`config.mk`:
```
export PLATFORM = sky130hd
export DESIGN_NAME = des_pass_sequencer
export DESIGN_NICKNAME = d
export VERILOG_FILES = /design/src/rtl/des_pkg.sv /design/src/rtl/des_pass_timer.sv /design/src/rtl/des_pass_sequencer.sv
export SDC_FILE = /design/constraint.sdc
export NUM_CORES = 1
export LEC_CHECK = 0
export ABC_AREA = 1
export CORE_AREA = 2 2 176 178
export DETAILED_ROUTE_END_ITERATION = 10
export DIE_AREA = 0 0 178 180
export PLACE_DENSITY = 0.69
export SYNTH_ARGS = -nofsm -noshare
export SYNTH_HDL_FRONTEND = slang
export SYNTH_SLANG_ARGS = --single-unit
export TNS_END_PERCENT = 50
```
`constraint.sdc`:
```
create_clock -name CLOCK_50 -period 1.7 [get_ports CLOCK_50]
set_clock_uncertainty 0.1 [all_clocks]
set_input_delay 0.255 -clock CLOCK_50 [delete_from_list [all_inputs] [get_ports CLOCK_50]]
set_output_delay 0.255 -clock CLOCK_50 [all_outputs]
set_load 0.1 [all_outputs]
```
`src/rtl/des_pkg.sv`:
```
// Shared types and constants for the DES pass sequencer: state encoding,
// pass indices, block width and the default key pair.
package des_pkg;

    localparam int BLK_W = 64;
    localparam int CNT_W = 4;

    typedef enum logic [1:0] {
        ST_IDLE = 2'd0,
        ST_PASS = 2'd1,
        ST_DONE = 2'd2
    } state_t;

    typedef logic [1:0] pass_t;

    localparam pass_t PASS_SINGLE_LAST = 2'd0;
    localparam pass_t PASS_TRIPLE_LAST = 2'd2;

    localparam logic [BLK_W-1:0] DEFAULT_KEY1 = 64'h133457799BBCDFF1;
    localparam logic [BLK_W-1:0] DEFAULT_KEY2 = 64'h0000000000000000;

    // EDE: the middle pass runs in the opposite direction to the outer two.
    function automatic logic pass_decrypt(input pass_t pass, input logic decrypt);
        return (pass == 2'd1) ? !decrypt : decrypt;
    endfunction

endpackage

```
`src/rtl/des_pass_timer.sv`:
```
// Cycle counter within a core pass plus the pass index, with terminal-count
// flags consumed by the sequencer FSM.
module des_pass_timer
    import des_pkg::*;
#(
    parameter int CORE_LAT = 1
) (
    input  logic  clk,
    input  logic  rst_n,
    input  logic  clear,
    input  logic  run,
    input  pass_t last_pass,
    output pass_t pass,
    output logic  cnt_tc,
    output logic  pass_last
);

    localparam logic [CNT_W-1:0] CNT_LAST = CNT_W'(CORE_LAT - 1);

    if (CORE_LAT < 1 || CORE_LAT > 15) begin : g_bad_core_lat
        $error("CORE_LAT must be in 1..15");
    end

    logic [CNT_W-1:0] cnt;

    assign cnt_tc    = (cnt == CNT_LAST);
    assign pass_last = (pass == last_pass);

    // NOTE: non-blocking assignments make every register here sample pre-edge values.
    always_ff @(posedge clk) begin
        if (!rst_n) begin
            cnt  <= '0;
            pass <= '0;
        end else if (clear) begin
            cnt  <= '0;
            pass <= '0;
        end else if (run) begin
            if (cnt_tc) begin
                cnt <= '0;
                if (!pass_last) begin
                    pass <= pass + 2'd1;
                end
            end else begin
                cnt <= cnt + 1'b1;
            end
        end
    end

endmodule

```
`src/rtl/des_pass_sequencer.sv`:
```
// Time-shares one DES core for single DES or two-key EDE Triple DES, with a
// busy/done handshake toward the display logic.
module des_pass_sequencer #(
    parameter int CORE_LAT = 1,
    parameter int BLK_W    = des_pkg::BLK_W
) (
    input  logic             CLOCK_50,
    input  logic             iRST_N,
    input  logic             start,
    input  logic             tdes,
    input  logic             decrypt,
    input  logic [BLK_W-1:0] din,
    input  logic [BLK_W-1:0] key1,
    input  logic [BLK_W-1:0] key2,
    output logic             busy,
    output logic             done,
    output logic [BLK_W-1:0] dout,
    output logic [BLK_W-1:0] core_din,
    output logic [BLK_W-1:0] core_key,
    output logic             core_decrypt,
    input  logic [BLK_W-1:0] core_dout
);

    import des_pkg::*;

    state_t           state;
    logic [BLK_W-1:0] blk_q;
    logic [BLK_W-1:0] key1_q;
    logic [BLK_W-1:0] key2_q;
    logic [BLK_W-1:0] dout_q;
    logic             dec_q;
    logic             tdes_q;
    logic             busy_q;
    logic             done_q;

    pass_t pass;
    pass_t last_pass;
    logic  cnt_tc;
    logic  pass_last;
    logic  accept;

    assign accept    = (state == ST_IDLE) && start;
    assign last_pass = tdes_q ? PASS_TRIPLE_LAST : PASS_SINGLE_LAST;

    des_pass_timer #(
        .CORE_LAT (CORE_LAT)
    ) u_timer (
        .clk       (CLOCK_50),
        .rst_n     (iRST_N),
        .clear     (accept),
        .run       (state == ST_PASS),
        .last_pass (last_pass),
        .pass      (pass),
        .cnt_tc    (cnt_tc),
        .pass_last (pass_last)
    );

    always_ff @(posedge CLOCK_50) begin
        if (!iRST_N) begin
            state  <= ST_IDLE;
            blk_q  <= '0;
            key1_q <= '0;
            key2_q <= '0;
            dout_q <= '0;
            dec_q  <= 1'b0;
            tdes_q <= 1'b0;
            busy_q <= 1'b0;
            done_q <= 1'b0;
        end else begin
            done_q <= 1'b0;
            case (state)
                ST_IDLE: begin
                    if (start) begin
                        blk_q  <= din;
                        key1_q <= key1;
                        key2_q <= key2;
                        dec_q  <= decrypt;
                        tdes_q <= tdes;
                        busy_q <= 1'b1;
                        state  <= ST_PASS;
                    end
                end
                ST_PASS: begin
                    // Each pass result becomes the next pass input block.
                    if (cnt_tc) begin
                        blk_q <= core_dout;
                        if (pass_last) begin
                            dout_q <= core_dout;
                            done_q <= 1'b1;
                            state  <= ST_DONE;
                        end
                    end
                end
                ST_DONE: begin
                    busy_q <= 1'b0;
                    state  <= ST_IDLE;
                end
                default: state <= ST_IDLE;
            endcase
        end
    end

    assign core_din     = blk_q;
    assign core_key     = (pass == 2'd1) ? key2_q : key1_q;
    assign core_decrypt = pass_decrypt(pass, dec_q);
    assign busy         = busy_q;
    assign done         = done_q;
    assign dout         = dout_q;

endmodule

```
==> results of run 1 <==
==> final timing paths <==
| check | start | endpoint | slack (ns) | depth (start not counted) |
|---|---|---|---|---|
| worst max-delay path | u_timer.pass[0]$_SDFFE_PP0P_ | core_key[3] | -0.49 | 6 |
| worst min-delay path | core_dout[10] | dout[10]$_SDFFE_PN0P_ | 0.21 | 3 |
| worst max register to register | u_timer.cnt[0]$_SDFFE_PP0P_ | dout[35]$_SDFFE_PN0P_ | 0.04 | 8 |
| worst min register to register | tdes_q$_SDFFE_PN0P_ | tdes_q$_SDFFE_PN0P_ | 0.37 | 2 |
==> metrics by stage <==
| stage | setup TNS, ns | util [%] | hold slack, ns | total power, mW |
|---|---|---|---|---|
| global placement | -0.0903 | 64.5 | 0.363 | 16.2 |
| detailed placement | -2.49 | 64.5 | 0.364 | 16.3 |
| floorplan | -2.06 | - | 0.290 | 12.8 |
| CTS | -31.27 | 68.8 | 0.186 | 23.1 |
| finish | -30.07 | 71.4 | 0.212 | 23.4 |
| global route | -35.08 | 71.4 | 0.202 | 24.2 |
==> what timing repair did <==
action	CTS	global route
resized for setup	38	65
pin swaps	7	22
endpoints found under the hold margin	2	0
hold buffers	1	0
cloned	4	19
setup endpoints to repair	66	176
buffers inserted	6	10
==> state kept, by name, summed over array words and instances, names as in the netlist <==
register,cells
u_timer.cnt,4
busy,1
done,1
state,2
dec_q,1
tdes_q,1
u_timer.pass,2
core_din,64
dout,64
key1_q,64
key2_q,64
==> cells by family (layout without fill, tap and decap cells) <==
kind of cell | count (synthesis) | after routing
fa+ha+maj | 3 | 3
simple gates | 708 | 709
buf+inv | 330 | 807
xor+xnor | 3 | 3
compound gates | 392 | 392
flops | 268 | 268
other cells | 0 | 2
==> layer usage <==
layer	track usage (%)	vias to the layer above	routed length, um
li1	-	6237	-
met4	7.38	2	1510
met3	8.59	99	4450
met2	43.7	495	22000
met1	28.1	5776	16400
met5	0	-	13
==> power groups by stage <==
stage	Sequential (mW)	Clock, mW	Combinational [mW]
6_report	7.40	6.77	9.19
5_1_grt	7.46	7.16	9.61
4_1_cts	7.38	6.89	8.86
3_5_place_dp	7.50	0	8.79
3_3_place_gp	7.47	0	8.71
2_1_floorplan	9.57	0	3.20
==> final cells by class <==
type / count / share of cell area (%)
well taps: 396 / 2.30
multi-input cells: 1107 / 27.2
diodes: 2 / 0.0232
repair buffers: 544 / 37.2
clock inverters: 9 / 0.587
clock buffers: 48 / 4.22
inverters: 206 / 3.59
flip-flops and latches: 268 / 24.9
==> synth_stat cells, drive strengths merged <==
cell / count
a21oi: 131
nor3: 17
xor2: 2
ha: 3
nand3: 52
dfxtp: 268
clkbuf: 53
a21boi: 1
o211ai: 17
nand2: 318
nor2: 321
buf: 71
inv: 206
xnor2: 1
o21ai: 243
==> worst min-delay path: cells and delay by family <==
family,cells,cell delay (ns)
buf+inv,1,0.42
simple gates,2,0.16
==> cell usage in the layout (no fill, tap or decap), types with 2 or more instances in the layout <==
cell	Yosys	routed
nor2_1	317	315
nand2_1	315	277
dfxtp_1	268	264
clkdlybuf4s50_1	0	259
buf_12	0	225
inv_1	201	198
o21ai_0	243	178
a21oi_1	131	131
o21ai_4	0	64
nand3_1	51	49
clkbuf_16	0	47
buf_4	9	28
nand2_2	1	24
o211ai_1	17	17
nor3_1	17	17
nand2_4	2	16
clkbuf_1	53	10
inv_2	5	8
clkbuf_8	0	7
buf_16	0	7
buf_6	6	6
nor2_4	3	4
clkinv_2	0	4
dfxtp_2	0	4
bufinv_16	0	3
diode_2	0	2
nor2_2	1	2
nand2_8	0	2
nand3_2	0	2
ha_4	0	2
buf_8	0	2
==> results by group, run 1 <==
Route
  – Post-route ant nets: 0
  – DR iter-0 viols: 614
  – Remaining DRCs: 0
  – Total wire length: 44400 um
  – WL/cell: 17.2 um
  – Via count: 12609
  – Vias per inst: 4.89
  – DRT Pass-1 Iters: 5

Timing
  – Worst-Margin Slew: 0.357 ns
  – Worst slew margin: 76.2%
  – Fin worst setup slack: -0.490 ns
  – Post-layout min period: 2.19 ns
  – Max Freq: 457 MHz
  – Unrepaired setup endpoints after global routing: true
  – Final setup fails: 65
  – Slew Viols, Final: 0
  – Final hold violations: 0
  – Tcrit/Tclk final: 129%

Placement
  – Placed Area: 19500 um^2
  – Gpl congestion: 0.845
  – DP Worst Slack: -0.0632 ns
  – Detailed Place HPWL: 29800 um
  – Buffers added on ports: 455
  – # placed instances: 2484

Synthesis
  – Post-Syn Instances: 1704
  – Yosys cell types: 24
  – Number of synthesized register bits: 268
  – Multiplexer share of the synthesized area: 0%
  – Compound-gate portion of the synthesized area: 17.3%
  – Mapped cell area: 11600 um^2
  – Simple-gate share of the synthesized area: 24.1%
  – Syn avg cell area: 6.82 um^2
  – Synth area leaders: dfxtp_1, o21ai_0, nor2_1
  – XOR/XNOR Fraction of Synth Area: 0.226%
  – Area leader, netlist: dfxtp_1
  – Ys Warns: 0
  – Synth Area in Adders: 0.323%
  – Sequential share of the synthesized area: 46.2%
  – Syn Nets: 1968
  – Yosys top cell area share: 46.2%
  – Main combinational cell family by area after synthesis: simple AND/OR/NAND/NOR gates

Clocking
  – CTS Buf Count: 31
  – Clock Root Buffer: clkbuf_16
  – CTS clock-pin slew for the worst setup and hold paths: 0.06 ns
  – Clock buffer depth: 3
  – CTS tree: built
  – Clock latency on the worst-skew pair: 0.55 ns
  – CTS H-tree lvls: 1
  – Clock Sinks: 268

Final layout
  – Final net count: 2422
  – Area grow syn2layout: 85.5%
  – Final std cells w/o fill: 2580
  – Area of the multi-input gates: 5860 um^2
  – # fillers: 2233
  – Finished Cell Area: 21500 um^2
  – Fraction of final layout cells with drive strength greater than 1: 21.2%
  – Sequential Area: 5370 um^2

Floorplanning
  – Die W: 178 um
  – Placement row count: 64
  – Die H: 180 um
  – CORE AREA: 30200 um^2
  – IO Count: 456
  – Die Area: 32000 um^2
  – Starting Density: 38.5%

Setup path
  – Setup crit start kind: flip-flop
  – Max incr delay on CP: 0.37 ns
  – Crit path kind: flip-flop to output pin
  – Worst-path cell chain: ha_4, buf_4, buf_12, nand2_1, o21ai_4, buf_12
  – CP arrival: 1.84 ns
  – Crit path max fanout: 13
  – CP max-delay cell: dfxtp_2
  – Required @ worst endpoint: 1.34 ns
  – CP dominant cell by count: buf_12
  – Buf/Inv on CP: 3
  – Crit-path leading delay family: buffers and inverters
  – Setup crit end kind: output pin

Global routing
  – Largest net degree at the start of global routing: 77
  – Gr ovfl total: 0
  – Vias in the first global route: 12080
  – Total track usage: 24.9%
  – First-pass GRT wire length: 64000 um
  – Initial antenna violation count: 3

Power and ir drop
  – P_leak: 9.30 nW
  – Sequential share of power: 31.7%
  – Cell Int Power: 14.5 mW
  – Clock Power Share: 29.0%
  – Peak VDD IR: 0.786 mV
  – Power per cell area: 1080 nW/um^2
  – Net Switching: 8.81 mW
  – Sw Ratio: 37.7%
  – Share of power burned in combinational logic: 39.3%

Flow run
  – Max Cap Viol: 0

Min path
  – Hold Crit Class: primary input to flip-flop

Outcome
  – Violated checks: negative setup slack
  – Outcome: finished, violations left
Power figures use the tool's default switching activity.
==> inputs of run 2 (changes only) <==
CAP_MARGIN = 20   (was not set)
==> results of run 2 <==
Same layout as run 1: the final DEF is identical, and so are final timing and power.
